--- src/rtl/xor_bist_ctrl.sv ---
// Purpose: BIST sequencer that sweeps every {a,b} pattern through an external XOR and checks y against a^b.
// Latency: WIDTH-dependent run of 2^(2*WIDTH)*SETTLE cycles from accepted start to done.
// Backpressure: none; start is ignored while busy, abort cancels a run at any time.
module xor_bist_ctrl #(
    parameter int WIDTH  = 1,
    parameter int SETTLE = 2
) (
    input  logic               clk,
    input  logic               rst_n,
    input  logic               start,
    input  logic               abort,
    output logic [WIDTH-1:0]   dut_a,
    output logic [WIDTH-1:0]   dut_b,
    input  logic [WIDTH-1:0]   dut_y,
    output logic               busy,
    output logic               done,
    output logic               pass,
    output logic [2*WIDTH:0]   err_count,
    output logic               fail_valid,
    output logic [WIDTH-1:0]   fail_a,
    output logic [WIDTH-1:0]   fail_b
);

    localparam int PW = 2 * WIDTH;
    localparam int EW = 2 * WIDTH + 1;
    localparam logic [PW-1:0] PAT_LAST  = {PW{1'b1}};
    localparam logic [3:0]    WAIT_LAST = 4'(SETTLE - 1);

    typedef enum logic [1:0] {
        ST_IDLE,
        ST_RUN,
        ST_DONE
    } state_t;

    state_t          state;
    state_t          state_nxt;
    logic [PW-1:0]   pat;
    logic [3:0]      wait_cnt;
    logic            sample;
    logic            mismatch;
    logic            accept_start;

    // start is honoured only outside a run, and never in the same cycle as abort
    assign accept_start = start && !abort && (state != ST_RUN);
    // the last settle cycle of each pattern is the sample edge
    assign sample       = (state == ST_RUN) && (wait_cnt == WAIT_LAST);
    assign mismatch     = (dut_y != (dut_a ^ dut_b));

    assign dut_a = pat[PW-1:WIDTH];
    assign dut_b = pat[WIDTH-1:0];
    assign busy  = (state == ST_RUN);
    assign done  = (state == ST_DONE);
    assign pass  = done && (err_count == '0);

    // state register
    always_ff @(posedge clk) begin
        if (!rst_n) begin
            state <= ST_IDLE;
        end else begin
            state <= state_nxt;
        end
    end

    // next-state: abort dominates, run ends on the sample of the last pattern
    always_comb begin
        state_nxt = state;
        if (abort) begin
            state_nxt = ST_IDLE;
        end else begin
            case (state)
                ST_IDLE, ST_DONE: begin
                    if (start) begin
                        state_nxt = ST_RUN;
                    end
                end
                ST_RUN: begin
                    if (sample && (pat == PAT_LAST)) begin
                        state_nxt = ST_DONE;
                    end
                end
                default: state_nxt = ST_IDLE;
            endcase
        end
    end

    // pattern sweep, settle counting, error tally and first-failure capture
    always_ff @(posedge clk) begin
        if (!rst_n) begin
            pat        <= '0;
            wait_cnt   <= '0;
            err_count  <= '0;
            fail_valid <= 1'b0;
            fail_a     <= '0;
            fail_b     <= '0;
        end else if (abort) begin
            // results of the cancelled run stay visible for debug
            pat      <= '0;
            wait_cnt <= '0;
        end else if (accept_start) begin
            pat        <= '0;
            wait_cnt   <= '0;
            err_count  <= '0;
            fail_valid <= 1'b0;
            fail_a     <= '0;
            fail_b     <= '0;
        end else if (state == ST_RUN) begin
            if (sample) begin
                wait_cnt <= '0;
                // wraps to 0 after the last pattern, parking the operands at 0 in DONE
                pat      <= pat + PW'(1);
                if (mismatch) begin
                    err_count <= err_count + EW'(1);
                    if (!fail_valid) begin
                        fail_valid <= 1'b1;
                        fail_a     <= dut_a;
                        fail_b     <= dut_b;
                    end
                end
            end else begin
                wait_cnt <= wait_cnt + 4'd1;
            end
        end
    end

endmodule

--- config.mk ---
export PLATFORM = sky130hd
export DESIGN_NAME = xor_bist_ctrl
export DESIGN_NICKNAME = d
export VERILOG_FILES = /design/src/rtl/xor_bist_ctrl.sv
export SDC_FILE = /design/constraint.sdc
export NUM_CORES = 1
export LEC_CHECK = 0
export CELL_PAD_IN_SITES_DETAIL_PLACEMENT = 0
export CELL_PAD_IN_SITES_GLOBAL_PLACEMENT = 2
export CORE_UTILIZATION = 32
export CTS_CLUSTER_DIAMETER = 100
export DETAILED_ROUTE_END_ITERATION = 10
export HOLD_SLACK_MARGIN = 0.15
export PLACE_DENSITY = 0.87
export SLEW_MARGIN = 25
export SYNTH_ARGS = -nofsm -noshare
export SYNTH_HDL_FRONTEND = slang
export SYNTH_SLANG_ARGS = --single-unit
--- constraint.sdc ---
create_clock -name clk -period 3.5 [get_ports clk]
set_clock_uncertainty 0.05 [all_clocks]
set_input_delay 0.7 -clock clk [delete_from_list [all_inputs] [get_ports clk]]
set_output_delay 0.7 -clock clk [all_outputs]
set_load 0.05 [all_outputs]
# ---- Word-level counts from Yosys, hierarchy flattened
# Index checks and enable logic that the tools add are counted.
dict set report word_totals {
  regBits 14
  latchBits 0
  ram_bits 0
  mem_bits_ro 0
  inputBits 5
  output_inout_bits 11
  elab_cells 62
  mem_count 0
}
dict set report classes {
  add_sub_neg 3
  n_mul 0
  div 0
  magnitude_cmp 0
  n_eq_ne 9
  shifts 0
  mux 22
  n_bitwise 3
  reduce_logical 18
}
# op n
set op_table {}
lappend op_table {{1-bit 2-to-1 mux} 14}
lappend op_table {{3-bit 2-to-1 mux} 4}
lappend op_table {{2-bit by 1-bit inequality test with 1-bit output (second input constant)} 3}
lappend op_table {{2-bit nonzero test} 3}
lappend op_table {{1-bit logical AND} 5}
lappend op_table {{5-bit AND reduction} 1}
lappend op_table {{4-bit by 1-bit adder with 4-bit output (second input constant)} 1}
lappend op_table {{2-bit equality test (second input constant)} 2}
lappend op_table {{4-bit by 1-bit equality test with 1-bit output (second input constant)} 1}
lappend op_table {{2-bit 2-to-1 mux} 2}
lappend op_table {{4-bit 2-to-1 mux} 1}
lappend op_table {{2-bit case mux with 2 select lines} 1}
lappend op_table {{2-bit AND reduction} 2}
lappend op_table {{4-bit AND reduction} 1}
lappend op_table {{2-bit OR reduction} 2}
lappend op_table {{3-bit by 1-bit adder with 3-bit output (second input constant)} 1}
lappend op_table {{3-bit zero test} 1}
lappend op_table {{3-bit OR reduction} 1}
lappend op_table {{2-bit by 1-bit adder with 2-bit output (second input constant)} 1}
lappend op_table {{2-bit by 1-bit equality test with 1-bit output (second input constant)} 1}
lappend op_table {{2-bit zero test} 1}
lappend op_table {{2-bit inequality test (second input constant)} 1}
lappend op_table {{1-bit inverter} 2}
lappend op_table {{1-bit zero test} 1}
lappend op_table {{2 further kinds} 2}

# ---- Depth between registers and ports, before layout
# Gate-level depths: netlist (run 1).
dict set report depth {
  word_depth 6
  mapped_depth 6
  ltp_nobuf 5
}

# ---- Least setup slack after synthesis (run 1)
# OpenSTA, ideal clock, no wires.
dict set report synth_path {
  path_type {reg2out}
  start {register state[1]}
  end {output port pass}
  t_arrival_ns 1.646
  setup_slack_ns 1.104
  path_stages_with_launch 3
  n_path_buf 0
  path_cell_list {dfxtp_1 nor2b_1 and3_1}
}
dict set report synth_between {
  elab_chain_len 2
}
# item line
set synth_lines {}
lappend synth_lines {{start: declaration} 35} ;# state_t state;
lappend synth_lines {{start signal: assignment} 60} ;# state <= state_nxt;
lappend synth_lines {{2-bit equality test} 52} ;# assign done = (state == ST_DONE);
lappend synth_lines {{via done} 16} ;# output logic done,
lappend synth_lines {{1-bit logical AND} 53} ;# assign pass = done && (err_count == '0);
lappend synth_lines {{end: declaration} 17} ;# output logic pass,
# The timed path passes the listed nets, and every way through them passes these cells.

# ---- Worst setup path after layout (run 1)
dict set report layout_path {
  start {register state[1]}
  end {output port busy}
}
dict set report layout_between {
  elab_chain_len 1
}
# item line
set layout_lines {}
lappend layout_lines {{2-bit by 1-bit equality test with 1-bit output} 51} ;# assign busy = (state == ST_RUN);
lappend layout_lines {{end: declaration} 15} ;# output logic busy,
# No other way between the ends.

==> impl_summary.md, run 1 <==
Timing
The max-slew violation total from the final report was 0. The setup TNS after final layout is 0 ns. The transition time of the tightest slew-check pin is 0.676 ns. The number of hold violations in the final report is 0. The minimum clock period after layout is 2.78 ns. Setup violations remaining at the end of the flow were counted as 0. Setup repair after global routing left no endpoint under its margin. The final critical path takes up 79.4% of the cycle.

Derived from the worst setup path, the maximum achievable clock frequency is 360 MHz. The worst relative slew slack is 54.9%.

Synth
The cell type contributing the most total cell area after synthesis is sky130_fd_sc_hd__dfxtp_1. Sequential cells were found to cover 35.9% of the synthesized design area. The synthesized design devotes to its leading area cell type 35.9% of total area.

Synthesis produced a netlist with a net count of 95. In this run, synthesis produced a sequential element count of 14. The post-synthesis instance area is 781 µm². Counting distinct cell types in the post-synthesis netlist gives 27. The mean instance size in the synthesized netlist is 9.19 µm².

The instance count of the mapped netlist is 85. In the post-synthesis netlist, the biggest area contributors are sky130_fd_sc_hd__dfxtp_1 (36%), sky130_fd_sc_hd__ha_1 (8.0%), sky130_fd_sc_hd__o211ai_1 (7.7%), sky130_fd_sc_hd__mux2i_1 (6.4%), sky130_fd_sc_hd__a21oi_1 (4.5%). During synthesis, Yosys emitted a total of 0 warnings.

Layout
From synthesis to final layout, the design area changed by 24.7%. The repair_antennas step left the layout with diodes totalling 0. For this run, the post-layout net count is 111. In the final layout, the share of cells above drive strength 1 is 9.09%. Leaving out filler cells and counting taps, the final layout contains 127. Once layout is done, the placed cells without fillers occupy 973 µm². The filler cells instantiated in the layout total 238.

Critical path
The largest fanout of any net on the critical path is 17. The reg-to-reg critical path startpoint is wait_cnt[0]. Across all register-to-register paths, the minimum setup slack is 1.72 ns.

Measured in cells, the most critical reg-to-reg path has a length of 4. The critical path in this run is classified as reg2out. STA classifies the critical path endpoint as a primary output. Data on the critical path arrives at its endpoint at 2.03 ns. The type of origin of the critical path is a flip-flop. The reg-to-reg endpoint is err_count[2]. The worst endpoint required time is 2.75 ns.

Placement
Summed over all nets, the half-perimeter wirelength after detailed placement is 1.18 mm. The total placed instance area is 951 µm². In this run, placement finished with an instance count of 124. Routability-driven placement finished with a final weighted congestion of 0.697. Port buffering added 15 buffers.

CTS
Post-CTS repair changed the size of 0 cells. Clock-pin slew was measured on the worst setup and hold paths at 0.08 ns. The number of buffers added by the clock tree synthesis step is 3.

The count of hold buffers inserted by post-cts repair is 0. CTS placed an instance of sky130_fd_sc_hd__clkbuf_4 at the clock tree root. The count of buffers added by post-CTS timing repair for setup is 0. The later pin in the worst-skew pair is clocked with a latency of 0.27 ns. In this run the deepest clock path goes through 2 buffers. The clock tree from TritonCTS is built. CTS built an H-tree with a depth of 1. The total number of clock tree sinks is 14.

Power and ir drop
The leakage component of the power is 0.000337 µW. In this run switching power makes up 24.8% of total power. The power density over cell area is 287 nW/µm². The clock group share of total power is 32.6%.

IR analysis of the VDD net gives a maximum drop of 133 µV. Summed over all nets, the switching power comes to 69.1 µW. The internal power of the cells totals 210 µW. The power share of the sequential group is 57.5%.

In this run, the combinational gates consume 9.8% of the power.

Run
The max-cap violation count is 0.

Detailed routing
The detail route stage leaves a number of antenna-violating nets equal to 0. The number of vias per cell after detailed routing is 5.20. For this run, design rule violations remaining after detail routing come to 0.

After detailed routing, the average wire length per cell comes to 12.8 µm. The total wirelength of the detailed-routed design is 1.63 mm. The first-pass detailed-route iteration total is 4. The via total after detailed routing is 661. The first routing iteration left 8 violations.

Global route
The pin count of the biggest net entering global routing is 18. Global routing used 13.9% of the available tracks. The global-route congestion overflow total is 0. The number of antenna violations at the first check in global routing is 0. The number of global-route vias before repair is 587. The wire length of the first global-routing pass is 2.67 mm.

Outcome
The flow ran to the end, and the final reports show no timing, DRC or antenna violations.

Floorplan
The floorplan step set the die width to 51.4 µm. After floorplanning, the core was sized to cover 2250 µm². During I/O placement, the number of pins put on the boundary was 16. Once the floorplan was initialized, standard cells occupied 34.6% of the core. Measured along the y axis, the die boundary spans 51.4 µm. The row count is 17.

The die covers 2640 µm².

Min path
The cell depth of the worst hold path is 2. The worst hold path belongs to the class reg2reg. The worst hold path begins at wait_cnt[1]. The hold-critical path endpoint is wait_cnt[1].
==> worst max-delay path, stage by stage (launching register included) <==
cell and delay (ns):
sky130_fd_sc_hd__dfxtp_1 0.31, sky130_fd_sc_hd__nand2b_1 0.43, sky130_fd_sc_hd__inv_1 0.19, sky130_fd_sc_hd__clkdlybuf4s50_1 0.82
==> stage by stage <==
| step | setup WS [ns] | hold WS, ns | utilization, % | power [µW] |
|---|---|---|---|---|
| after floorplan | 1.10 | 0.412 | - | 182 |
| after detailed placement | 1.04 | 0.437 | 42.2 | 192 |
| after CTS | 0.702 | 0.449 | 43.2 | 284 |
| after global placement | 1.03 | 0.436 | 42.2 | 192 |
| final | 0.723 | 0.452 | 43.2 | 279 |
| after global routing | 0.613 | 0.500 | 43.2 | 296 |
==> synth_stat cells <==
library cell / n
sky130_fd_sc_hd__dfxtp_1: 14
sky130_fd_sc_hd__o211ai_1: 8
sky130_fd_sc_hd__a21oi_1: 7
sky130_fd_sc_hd__inv_1: 7
sky130_fd_sc_hd__ha_1: 5
sky130_fd_sc_hd__mux2i_1: 5
sky130_fd_sc_hd__nand2b_1: 5
sky130_fd_sc_hd__nand2_1: 4
sky130_fd_sc_hd__o21ai_0: 4
sky130_fd_sc_hd__buf_2: 3
sky130_fd_sc_hd__or3_1: 3
sky130_fd_sc_hd__a21o_1: 2
sky130_fd_sc_hd__clkbuf_1: 2
sky130_fd_sc_hd__nand3_1: 2
sky130_fd_sc_hd__nor2_1: 2
sky130_fd_sc_hd__a32oi_1: 1
sky130_fd_sc_hd__and3_1: 1
sky130_fd_sc_hd__nor2b_1: 1
sky130_fd_sc_hd__nor3b_1: 1
sky130_fd_sc_hd__nor4_1: 1
sky130_fd_sc_hd__nor4_4: 1
sky130_fd_sc_hd__nor4b_4: 1
sky130_fd_sc_hd__o221a_2: 1
sky130_fd_sc_hd__or3_2: 1
sky130_fd_sc_hd__or3b_4: 1
sky130_fd_sc_hd__or4_1: 1
sky130_fd_sc_hd__xnor2_1: 1
==> worst max path at each step <==
stage          startpoint    to  slack (ns)  depth (start not counted)
3_5_place_dp     state[1]  busy        1.04                          3
2_1_floorplan    state[1]  pass        1.10                          2
3_3_place_gp     state[1]  busy        1.03                          3
6_report         state[1]  busy        0.72                          3
4_1_cts          state[1]  busy        0.70                          3
5_1_grt          state[1]  busy        0.61                          3
==> state kept, by name (all words and copies together), names as in the netlist <==
register,cells
wait_cnt,4
err_count,3
pat,2
state,2
fail_a,1
fail_b,1
fail_valid,1
==> per-layer routing <==
layer  vias up  track usage, %  part of all wire [%]
met1       311            16.8                    48
met4         0            8.11                  0.98
li1        336               -                     -
met5         -               0                     0
met3         2            2.68                   3.1
met2        12            22.5                    48
==> cell type report <==
class	instances	area, µm²	share of cell area (%)
clock buffers	3	22.5	2.31
inverters	7	26.3	2.70
multi-input cells	59	452	46.4
flip-flops and latches	14	280	28.8
well taps	28	35.0	3.60
repair buffers	16	158	16.2
==> power by group through the flow <==
stage,combinational (µW),sequential [µW],clock (µW)
CTS,27.6,161,95.6
detailed placement,27.5,164,0
finish,27.5,161,91.1
global placement,27.6,164,0
floorplan,17.8,164,0
global route,29.6,161,106
==> cells in the final DEF, fill, tap and decap left out <==
master and count:
sky130_fd_sc_hd__a21o_1 2, sky130_fd_sc_hd__a21oi_1 7, sky130_fd_sc_hd__a32oi_1 1, sky130_fd_sc_hd__and3_1 1, sky130_fd_sc_hd__buf_4 1, sky130_fd_sc_hd__clkbuf_4 3
sky130_fd_sc_hd__clkdlybuf4s50_1 15, sky130_fd_sc_hd__dfxtp_1 14, sky130_fd_sc_hd__ha_1 5, sky130_fd_sc_hd__inv_1 7, sky130_fd_sc_hd__mux2i_1 5, sky130_fd_sc_hd__nand2_1 4
sky130_fd_sc_hd__nand2b_1 5, sky130_fd_sc_hd__nand3_1 2, sky130_fd_sc_hd__nor2_1 2, sky130_fd_sc_hd__nor2b_1 1, sky130_fd_sc_hd__nor3b_1 1, sky130_fd_sc_hd__nor4_1 1
sky130_fd_sc_hd__nor4_4 1, sky130_fd_sc_hd__nor4b_4 1, sky130_fd_sc_hd__o211ai_1 8, sky130_fd_sc_hd__o21ai_0 4, sky130_fd_sc_hd__o221a_2 1, sky130_fd_sc_hd__or3_1 3
sky130_fd_sc_hd__or3_2 1, sky130_fd_sc_hd__or3b_4 1, sky130_fd_sc_hd__or4_1 1, sky130_fd_sc_hd__xnor2_1 1
==> cell families (layout without fill, tap and decap cells) <==
logic type / Yosys count / in the layout / synth area share (%)
compound gates: 23 / 23 / 19.2
xor+xnor: 1 / 1 / 1.12
fa+ha+maj: 5 / 5 / 8.01
buf+inv: 12 / 26 / 6.25
flops: 14 / 14 / 35.9
mux: 5 / 5 / 6.41
simple gates: 25 / 25 / 23.1
Note: power is estimated with default switching activity, not from simulation.
==> run 2, diff against run 1 <==
Settings changed: CORE_UTILIZATION 32 to 29, PLACE_DENSITY 0.87 to 0.8.
Clock period 3.5 ns to 2.6 ns, I/O delays scaled along.
==> impl_summary.md, run 2 (synthesized netlist as in run 1, its figures left out) <==
Timing
The number of hold violations in the final report came to 0 (unchanged). The setup TNS after final layout came to 0 ns (unchanged). The transition time of the tightest slew-check pin is 0.664 ns (was 0.676 ns). The final clock period utilization by the worst path is 92.2%. The max-slew violation total from the final report is 0 (unchanged). The minimum clock period after layout is 2.40 ns.

The worst relative slew slack is 55.6% (was 54.9%). Unrepaired setup endpoints after global routing: false (unchanged). The total setup violations reported at the end of the flow is 0 (unchanged). The timing-limited maximum frequency is 417 MHz.

Layout
The number of flip-flops in the largest register was 4 (unchanged). The most flop-heavy register is wait_cnt (unchanged). The share of post-route cells with drive strength above 1 is 11.0% (was 9.09%). The layout net count is 111 (unchanged). The post-route non-filler standard cell count is 130 (was 127). The number of antenna cells inserted was 0 (unchanged). Regs by FF count: wait_cnt x4, err_count x3 (unchanged). The area growth from synthesis to layout is 26.4% (was 24.7%). Most frequent cells in the layout: sky130_fd_sc_hd__dfxtp_1 (14), sky130_fd_sc_hd__clkdlybuf4s50_1 (14), sky130_fd_sc_hd__o211ai_1 (8), sky130_fd_sc_hd__inv_1 (7), sky130_fd_sc_hd__a21oi_1 (7) (was sky130_fd_sc_hd__clkdlybuf4s50_1 (15), sky130_fd_sc_hd__dfxtp_1 (14), sky130_fd_sc_hd__o211ai_1 (8), sky130_fd_sc_hd__inv_1 (7), sky130_fd_sc_hd__a21oi_1 (7)). The layout filler cell count is 247 (was 238).

Power and ir drop
The highest ir drop seen on vdd is 266 µV (was 133 µV). The power density over cell area came to 425 nW/µm² (was 287 nW/µm²). The leakage component of the power is 0.000345 µW (was 0.000337 µW).

CTS
The number of buffers added by the clock tree synthesis step was 3 (unchanged). The buffer depth of the longest clock path is 2 (unchanged). The total number of clock tree sinks is 14 (unchanged). The total of cells resized after clock tree synthesis is 0 (unchanged). The count of buffers added by post-CTS timing repair for setup is 0 (unchanged). The clock insertion delay at the later pin of the skew report is 0.28 ns (was 0.27 ns). The H-tree depth is 1 (unchanged). The clock tree from TritonCTS is built (unchanged). The count of hold buffers inserted by post-cts repair is 0 (unchanged). The cell at the root of the clock tree is sky130_fd_sc_hd__clkbuf_4 (unchanged). The clock edge transition at the registers on the reported setup and hold paths is 0.10 ns (was 0.08 ns).

Critical path
The delay of the slowest critical-path stage is 0.80 ns (was 0.82 ns). The startpoint-to-endpoint class of the critical path is reg2out (unchanged). The slowest cell on the critical path is sky130_fd_sc_hd__clkdlybuf4s50_1 (unchanged). The critical path data arrival time came to 1.83 ns (was 2.03 ns). The launch point of the worst path is state[1] (unchanged). The largest fanout of any net on the critical path is 3 (was 17).

The reg-to-reg critical path startpoint is wait_cnt[0] (unchanged). The type of origin of the critical path is a flip-flop (unchanged). The kind of end point of the critical path is a primary output (unchanged). The worst endpoint required time came to 2.03 ns (was 2.75 ns). Cells traversed along the worst timing path: nor2b_1, and3_1, clkdlybuf4s50_1 (was nand2b_1, inv_1, clkdlybuf4s50_1).

Run
The max-cap violation count is 0 (unchanged).

Outcome
Result of the run: finished clean (unchanged).

Placement
The number of placed cells counting well taps is 126 (was 124). The count of input and output buffers is 15 (unchanged). The weighted congestion reported at the end of routability-driven placement is 0.723 (was 0.697). The placed wire-length estimate after detailed placement is 1.21 mm (was 1.18 mm).

Detailed routing
The first-pass detailed-route iteration total is 4 (unchanged). The number of nets still failing antenna checks after routing is 0 (unchanged). The starting DRC count in detailed routing is 14 (was 8). The via total after detailed routing came to 677 (was 661).

The total wirelength of the detailed-routed design came to 1.73 mm (was 1.63 mm). The residual DRC count is 0 (unchanged). The average wire per standard cell is 13.3 µm (was 12.8 µm).

The number of vias per cell after detailed routing is 5.21 (was 5.20).

Global route
The pin count of the biggest net entering global routing came to 17 (was 18). The number of antenna violations at the first check in global routing is 0 (unchanged). The wire length of the first global-routing pass is 2.89 mm (was 2.67 mm). The number of global-route vias before repair is 637 (was 587). The global-route congestion overflow total is 0 (unchanged). The total track usage is 14.7% (was 13.9%).

Floorplan
The core region area is 2500 µm² (was 2250 µm²). The boundary pin count is 16 (unchanged). The area of the die is 2900 µm² (was 2640 µm²). The row count is 18 (was 17).

The die boundary height is 53.9 µm (was 51.4 µm). The starting utilization of the core area came to 31.2% (was 34.6%). The width of the die is 53.9 µm (was 51.4 µm).

Min path
The type of the tightest min-delay check is reg2reg (unchanged). The start point of the worst min-delay path was wait_cnt[1] (unchanged).
## run 2: cell count changes in the layout (fill, tap and decap cells not counted)
cell	change
sky130_fd_sc_hd__buf_4	+1
sky130_fd_sc_hd__clkbuf_8	+1
sky130_fd_sc_hd__clkdlybuf4s50_1	-1
## run 2: layout make-up
cell class / instances / area, µm² / area share [%]
inverter: 7 / 26.3 / 2.66
tap: 30 / 37.5 / 3.80
sequential: 14 / 280 / 28.4
clock buffer: 4 / 36.3 / 3.68
multi-input combinational: 59 / 452 / 45.8
timing repair buffer: 16 / 155 / 15.7
## run 2: final timing paths
path	to	slack [ns]	cells after the start
hold / removal	wait_cnt[1]	0.44	2
hold reg to reg	wait_cnt[1]	0.44	2
setup reg to reg	err_count[2]	0.87	4
setup / recovery	pass	0.20	3
## run 2: through the flow
stage               setup WS (ns)  power (µW)  utilization, %  hold slack, ns  instance area [µm²]
floorplan                   0.384         245               -           0.412                  781
global placement            0.561         258            38.0           0.427                  951
detailed placement          0.560         258            38.0           0.432                  951
CTS                         0.207         426            39.5           0.445                  987
global route                0.111         436            39.5           0.479                  987
finish                      0.202         419            39.5           0.441                  987
## run 2: metal layers
metal	vias to the layer above	GRT usage (%)	part of all wire, %
met3	2	5.65	3.8
met2	12	24.5	49
met4	0	5.26	1.2
met5	-	0	0
met1	326	16.8	46
li1	337	-	-
## run 2: power by group
part	total [µW]	internal [µW]	switching (µW)	leakage, µW
registers	216	215	0.783	0.000113
logic	37.4	13.6	23.8	0.000211
clock network	166	85.2	80.4	0.0000210
total	419	314	105	0.000345
## run 2: critical path: cells and delay by family, from the launching register on
kind / cells / cell delay (ns)
flops: 1 / 0.33
simple gates: 2 / 0.42
buf+inv: 1 / 0.80
